[config.mk]
export PLATFORM = sky130hd
export DESIGN_NAME = ttl74x40103_down_counter
export DESIGN_NICKNAME = d
export VERILOG_FILES = /design/src/rtl/ttl74x40103_down_counter.sv
export SDC_FILE = /design/constraint.sdc
export NUM_CORES = 1
export LEC_CHECK = 0
export ABC_CLOCK_PERIOD_IN_PS = 2100
export CAP_MARGIN = 20
export CORE_ASPECT_RATIO = 0.9
export CORE_UTILIZATION = 42
export DETAILED_ROUTE_END_ITERATION = 12
export PLACE_DENSITY = 0.76
export SYNTH_ARGS = -nofsm -noshare
export SYNTH_HDL_FRONTEND = slang
export SYNTH_SLANG_ARGS = --single-unit
[constraint.sdc]
create_clock -name clk -period 2.1 [get_ports clk]
set_clock_uncertainty 0.1 [all_clocks]
set_input_delay 0.21 -clock clk [delete_from_list [all_inputs] [get_ports clk]]
set_output_delay 0.21 -clock clk [all_outputs]
set_load 0.02 [all_outputs]
[src/rtl/ttl74x40103_down_counter.sv]
// Presettable synchronous binary down counter with borrow-chain terminal count,
// optional auto-reload and a sticky underflow flag. Define TTL74X40103_OE_EN to add OE_n.
module ttl74x40103_down_counter #(
   parameter int WIDTH = 8
) (
   input  logic             clk,
   input  logic             CLR,
   input  logic             PE_n,
   input  logic [WIDTH-1:0] D,
   input  logic             TE_n,
   input  logic             RELOAD,
   input  logic             DONE_CLR,
`ifdef TTL74X40103_OE_EN
   input  logic             OE_n,
`endif
   output logic [WIDTH-1:0] Q,
   output logic             TC_n,
   output logic             DONE
);

   logic [WIDTH-1:0] count_reg, count_next;
   logic             done_reg, done_next;
   logic             count_zero;
   logic             underflow;

   assign count_zero = (count_reg == '0);

   // Only a non-reload step through zero counts as an underflow; loads never do.
   assign underflow = PE_n && !TE_n && count_zero && !RELOAD;

   always_comb begin
      count_next = count_reg;
      done_next  = done_reg;
      if (!PE_n) begin
         count_next = D;
      end else if (!TE_n) begin
         if (!count_zero)
            count_next = count_reg - WIDTH'(1);
         else if (RELOAD)
            count_next = D;
         else
            count_next = '1;
      end
      // A set on the same edge as DONE_CLR wins so no underflow is lost.
      if (underflow)
         done_next = 1'b1;
      else if (DONE_CLR)
         done_next = 1'b0;
   end

   always_ff @(posedge clk) begin
      if (CLR) begin
         count_reg <= '0;
         done_reg  <= 1'b0;
      end else begin
         count_reg <= count_next;
         done_reg  <= done_next;
      end
   end

   // Borrow out is gated by the live enable so ripple cascades only borrow when enabled.
   assign TC_n = !(count_zero && !TE_n);
   assign DONE = done_reg;

`ifdef TTL74X40103_OE_EN
   assign Q = OE_n ? {WIDTH{1'bz}} : count_reg;
`else
   assign Q = count_reg;
`endif

endmodule

Word-level counts from Yosys, hierarchy flattened
Index checks and enable logic that the tools add are counted.
- bits in registers: 9
- latch bits: 0
- memory bits (writable): 0
- memory bits (read-only): 0
- input port bits: 14
- output and inout bits: 10
- word-level logic and storage cells: 19
- memories kept: 0
- add/sub/neg operators: 1
- multiply operators: 0
- div/mod/pow operators: 0
- magnitude comparators: 0
- eq/ne operators: 1
- shift-type cells: 0
- multiplexer cells: 6
- bitwise gates (word level): 0
- reduce and logical (&&, ||, !) cells: 9
- operators by type and width (operator ; number):
    2-to-1 mux 8 bit ; 4
    logical NOT 8 bit ; 1
    subtractor 8 x 1 -> 8 bit, second input constant ; 1
    logical AND 1 bit ; 4
    logical NOT 1 bit ; 3
    2-to-1 mux 1 bit ; 2
    != test 2 bit, second input constant ; 1
    nonzero test 2 bit ; 1

Depth between registers and ports, before layout
Gate-level depths: netlist of run 1.
- depth after elaboration: 5
- gate-level depth with buffers: 6

Least setup slack after synthesis of run 1
OpenSTA, ideal clock, no wires.
- path kind: reg2reg
- start: reg count_reg[0], in the netlist Q[0]
- end: reg done_reg, in the netlist DONE
- arrival time: 1.672 ns
- data required time: 1.930 ns
- slack: 0.257 ns
- cell stages (with the launch flop): 7
- clock period less this slack: 1.843 ns
- cell sequence: dfxtp_1 inv_1 ha_1 nor4b_4 nand2_1 or3_1 a21oi_1
- word-level cells in the longest chain between the ends: 4
- elaborated cells between the ends (all ways): 5
- RTL lines (element ; line ; RTL):
    start: declaration ; 21 ; logic [WIDTH-1:0] count_reg, count_next;
    start signal: assignment ; 56 ; count_reg <= count_next;
    logical NOT 8 bit (*) ; 26 ; assign count_zero = (count_reg == '0);
    logical AND 1 bit (*) (2 in a row) ; 29 ; assign underflow = PE_n && !TE_n && count_zero && !RELOAD;
    2-to-1 mux 1 bit / nonzero test 2 bit (equally long branches) ; -- ;
    end signal: assignment ; 57 ; done_reg <= done_next;
    end: declaration ; 22 ; logic done_reg, done_next;
Mark *: on every way between the ends. The rest lies on a longest branch, timed or not.
A chain may end at the register's enable or synchronous reset.

Worst setup path in the final report of run 1
- start: reg count_reg[0], in the netlist Q[0]
- end: out TC_n
- word-level cells in the longest chain between the ends: 3
- RTL lines (element ; line ; RTL):
    logical NOT 8 bit ; 26 ;
    logical AND 1 bit ; 62 ; assign TC_n = !(count_zero && !TE_n);
    logical NOT 1 bit ; 62 ;
    end: declaration ; 17 ; output logic TC_n,
Every way passes these cells.

==> run metrics, run 1 <==
status=finished, violations left; failing checks=design-rule violations; met2 Usage GRT=slightly below 40%; Hold Vio Cnt, Final=0; DR pass1 iterations=7; DR vias=roughly 730; Clock Path Buffers=2; met3 Use GR=between 10% and 20%; FF/Latch Area=180 um^2; multi-input combinational cell area=between 400 and 500 um^2; crit path max fanout=4; relative slew slack=between 60% and 70%; synthesized area per cell=7.98 um^2; Slew @ Worst Pin=approximately 0.54 ns; Setup Fix Bufs, Post-CTS=0; Synth Warn #=0; Seq pwr share=~38%; H-tree depth=1; Hold Startpoint=DONE; die width=approximately 44 um; total track usage=roughly a quarter; worst setup path class=reg -> out; DR WL/cell=around 15 um; FF-to-FF End=Q[1]; Root Buffer=clkbuf_4; syn nets=slightly below 100; Max VDD drop=roughly 0.44 mV; die area=about 1700 um^2; M1 GR Usage=31.9%; Util after Layout=65.3%; Worst-Skew Late Latency=0.27 ns; Sink Count=9; P&R area growth vs syn=44.6%; Rows=13; layer with the highest usage=met2; Power Density=slightly below 600 nW/um^2; DRT antenna net count=0; final worst slack=between 0.15 and 0.2 ns; port bufs=23; first-pass GRT wire length=3.03 mm; Reg clk slew, reported paths=0.06 ns; fmax=0.521 GHz; reg-to-reg startpoint=Q[0]; internal power=approximately 0.36 mW; final WL=approximately 1.9 mm; Die Y=roughly 40 um; type of the most critical hold path=reg -> reg; Seq/Total Area, Yosys=~28%; crit path DAT=about 1.6 ns; hold endpoint=DONE; # hold bufs at CTS=0; Net count, final=127; MaxCap Viol Count=0; pin count of the biggest net entering global routing=12; worst hold path depth=2; core box area=approximately 1400 um^2; Tmin final=between 1.5 and 2 ns; fin crit share=91.5%; Worst R2R Path Depth=6; Starting Density=between 40% and 50%; Sw Pwr=roughly 0.2 mW; required time worst endpoint=1.79 ns; combinational power share=a little under two fifths; grt ovf=0; register-to-register setup slack=between 0.2 and 0.25 ns; DRC violation count after routing=2; switching part of the total=between 30% and 40%; total negative slack=0 ns; ratio of cells with drive above 1 in the final layout=12.7%; synthesized flop and latch total=9; clock power share=25.3%; Cell Area, Synth=between 600 and 700 um^2; crit end category=output port; cells after synthesis=between 80 and 90; DR iter-0 viols=13; vias in the first global route=680; initial antenna violation count=0; Top Ports=24; gpl congestion=between 0.8 and 0.9; Filler Cell Count=125; ant diodes=0; Final Setup Violations=0; leakage=approximately 0.35 nW; DP Wirelength=between 1 and 1.5 mm; Setup WS pre-CTS=between 0.15 and 0.2 ns; vias per cell=slightly below 6; Cell variety after synth=33; RSZ-0062 raised after global routing=no; critical path startpoint category=register; number of buffers created by CTS=3; CTS tree=yes; total chip power=roughly 0.56 mW; Final Max Tran Viols=0
[worst max-delay path by stage]
stage                end  depth (start not counted)  start  slack (ns)
floorplan           DONE                          6   Q[0]        0.26
global placement    TC_n                          4   TE_n        0.24
detailed placement  TC_n                          4   TE_n        0.20
CTS                 TC_n                          5   Q[0]        0.17
global route        TC_n                          5   Q[0]        0.05
finish              TC_n                          5   Q[0]        0.18
[per-stage QoR]
stage | hold WS [ns] | instance area (um^2) | cells
finish | 0.399 | 946 | 125
global route | 0.427 | 946 | 125
CTS | 0.404 | 946 | 125
detailed placement | 0.395 | 921 | 121
global placement | 0.354 | 921 | 121
floorplan | 0.245 | 654 | 82
[layer usage]
metal  part of all wire [%]  routed length (um)  vias up
met5                      0                   0        -
li1                       -                   -      368
met2                     46                 848       22
met1                     46                 859      335
met4                    2.5                  46        0
met3                    5.7                 106        6
[power by group through the flow]
| stage | Sequential [mW] | Clock, mW | Combinational (mW) |
|---|---|---|---|
| after floorplan | 0.228 | 0 | 0.105 |
| after global placement | 0.217 | 0 | 0.202 |
| after detailed placement | 0.217 | 0 | 0.204 |
| after CTS | 0.213 | 0.146 | 0.205 |
| after global routing | 0.217 | 0.154 | 0.224 |
| final | 0.214 | 0.142 | 0.206 |
[flip-flops by register name (all words and copies together) (netlist names)]
signal,count
Q,8
DONE,1
[worst max-delay path, stage by stage, from the launching register on]
cell and delay [ns]:
dfxtp_1 0.34, inv_1 0.12, ha_1 0.20, nor4b_4 0.22
nand2_1 0.12, dlygate4sd2_1 0.34
[cell usage in the layout, fill, tap and decap left out, types with 2 or more instances in the layout]
cell type        netlist  layout
inv_1                  7       7
buf_4                  0       4
o21a_1                 2       2
nor4_2                 2       2
a31oi_1                6       6
clkbuf_4               0       3
nor3_1                 3       3
nand2_1                4       4
nand2b_1               4       4
or3_1                  2       2
o221ai_1               2       2
ha_1                   2       2
nand3_1                2       2
clkdlybuf4s50_1        0      22
a21oi_1                4       4
nor2_1                 9       9
o21ai_0                4       4
o311a_1                2       2
o21bai_1               2       2
dfxtp_1                9       9
[final cells by class]
type	instances	share of cell area (%)
flip-flops and latches	9	19.0
repair buffers	27	27.4
multi-input cells	63	46.0
inverters	7	2.78
clock buffers	4	2.78
well taps	15	1.98
[Yosys cell counts, drive strengths merged]
library cell	count	area (um^2)
nor4	3	31.3
or4b	1	13.8
nand2b	4	25.0
ha	2	25.0
o221ai	2	17.5
o311a	2	20.0
or3	2	12.5
o21a	2	15.0
nand3	2	10.0
inv	7	26.3
nor3b	1	7.51
a31oi	6	37.5
a2111oi	1	8.76
o21bai	2	15.0
nand2	4	15.0
a221oi	1	8.76
clkbuf	1	3.75
nor2	10	40.0
a21oi	5	28.8
a311oi	1	15.0
dfxtp	9	180
nor3	3	15.0
nor2b	1	6.26
nor4b	1	23.8
o21ai	5	25.0
a311o	1	10.0
o41ai	1	8.76
buf	2	8.75
[logic make-up (layout without fill, tap and decap cells)]
| family | count (synthesis) | in the layout | share of synthesized area [%] |
|---|---|---|---|
| and+or+nand+nor | 32 | 32 | 30.6 |
| AOI/OAI and AO/OA | 29 | 29 | 32.1 |
| buffers and inverters | 10 | 38 | 5.93 |
| DFF | 9 | 9 | 27.5 |
| adders and majority gates | 2 | 2 | 3.82 |
[timing repair]
action	in CTS	in global routing
gates resized for setup	1	0
endpoints found under the hold margin	0	0
endpoints found under the setup margin	1	0
Power figures use the tool's default switching activity.
==> run 2, diff against run 1 <==
CORE_UTILIZATION = 35   (was 42)
PLACE_DENSITY = 0.65   (was 0.76)
SKIP_LAST_GASP = 1   (was unset)
==> run 2 against run 1 <==
Combinational power about the same. Largest cell class unchanged. Largest power group unchanged. First-iteration DRC count fell by 38%. The flow now finishes without violations. Sequential share of layout area shrank 0.37 points.
==> run metrics, run 2 (same netlist as run 1, synthesis figures left out) <==
worst hold path depth=2; # hold bufs at CTS=0; Util after Layout=56.2%; die area=around 2000 um^2; Worst R2R Path Depth=6; Reg clk slew, reported paths=approximately 0.06 ns; crit path DAT=roughly 1.6 ns; Worst-Skew Late Latency=~0.26 ns; crit end category=output port; Final Max Tran Viols=0; Rows=14; die width=between 40 and 50 um; reg-to-reg startpoint=Q[0]; commonest cells after routing, fill and taps aside=22 x clkdlybuf4s50_1, 9 x dfxtp_1, 9 x nor2_1, 7 x inv_1, 6 x a31oi_1; total negative slack=0 ns; Sink Count=9; gpl congestion=0.847; FF/Latch Area=about 180 um^2; DRT antenna net count=0; DR WL/cell=13.2 um; pin count of the biggest net entering global routing=12; register-to-register setup slack=0.18 ns; final WL=roughly 1.8 mm; Die Y=43.0 um; critical path startpoint category=register; DP Wirelength=1.35 mm; P&R area growth vs syn=47.4%; vias in the first global route=around 660; status=finished clean; initial antenna violation count=0; ant diodes=0; Top Ports=24; MaxCap Viol Count=0; FF-to-FF End=Q[1]; multi-input combinational cell area=roughly 440 um^2; Power Density=between 500 and 600 nW/um^2; required time worst endpoint=~1.8 ns; DRC violation count after routing=0; Critical Path End=TC_n; fmax=approximately 0.52 GHz; ratio of cells with drive above 1 in the final layout=13.5%; CTS tree=yes; DR iter-0 viols=8; number of buffers created by CTS=3; H-tree depth=1; Max VDD drop=about 0.32 mV; Slew @ Worst Pin=between 0.4 and 0.5 ns; most common cell after layout, fill and taps aside=clkdlybuf4s50_1; Root Buffer=clkbuf_4; relative slew slack=between 60% and 70%; Hold Vio Cnt, Final=0; fin crit share=a little over 90%; crit path max fanout=4; first-pass GRT wire length=about 2.9 mm; Tmin final=1.93 ns; Final Setup Violations=0; leakage=between 0.3 and 0.4 nW; max FFs per register=8; RSZ-0062 raised after global routing=no; vias per cell=5.47; Worst Setup SP=Q[0]; Net count, final=between 100 and 150; type of the most critical hold path=reg -> reg; total track usage=20.3%; grt ovf=0; Clock Path Buffers=2; core box area=between 1500 and 2000 um^2; Filler Cell Count=approximately 180; worst setup path class=reg -> out; Starting Density=between 30% and 40%; port bufs=23; DR vias=739; DR pass1 iterations=4
[run 2: routing by layer]
metal,GRT usage [%],vias to the layer above,wire length (um),part of all wire (%)
met4,10.6,0,42,2.4
met2,29.3,23,783,44
met5,0,-,0,0
met3,4.26,4,101,5.7
li1,-,373,-,-
met1,27.5,339,850,48
[run 2: worst min path at each step]
stage                     from  endpoint
after floorplan           D[0]      Q[0]
after global placement    DONE      DONE
after detailed placement  DONE      DONE
after CTS                 DONE      DONE
after global routing      DONE      DONE
final                     DONE      DONE
[run 2: power breakdown]
part           internal (mW)  switching [mW]
Clock                 0.0735          0.0646
Sequential             0.185          0.0276
Combinational          0.107          0.0990
[run 2: cell type report]
type                       instances  area share [%]
timing repair buffer              28            27.6
sequential                         9            18.7
clock buffer                       4            2.72
tap                               24            3.11
inverter                           7            2.72
multi-input combinational         63            45.1
[run 2: worst max-delay path, cell delays in order, from the launching register on]
cell,delay (ns)
dfxtp_1,0.34
inv_1,0.12
ha_1,0.21
nor4b_4,0.22
nand2_1,0.12
dlygate4sd2_1,0.34
[run 2: what timing repair did]
item                                   in CTS  in global routing
setup buffers                               0                  0
endpoints found under the hold margin       0                  0
setup endpoints to repair                   1                  0
resized for setup                           1                  0
[run 2: metrics by stage]
step / instance area, um^2 / hold slack (ns) / total power [mW] / instances / setup WS (ns)
final: 965 / 0.372 / 0.557 / 135 / 0.168
after detailed placement: 940 / 0.365 / 0.423 / 131 / 0.206
after global routing: 965 / 0.406 / 0.596 / 135 / 0.0521
after floorplan: 654 / 0.245 / 0.333 / 82 / 0.257
after global placement: 940 / 0.361 / 0.422 / 131 / 0.227
after CTS: 965 / 0.376 / 0.563 / 135 / 0.158
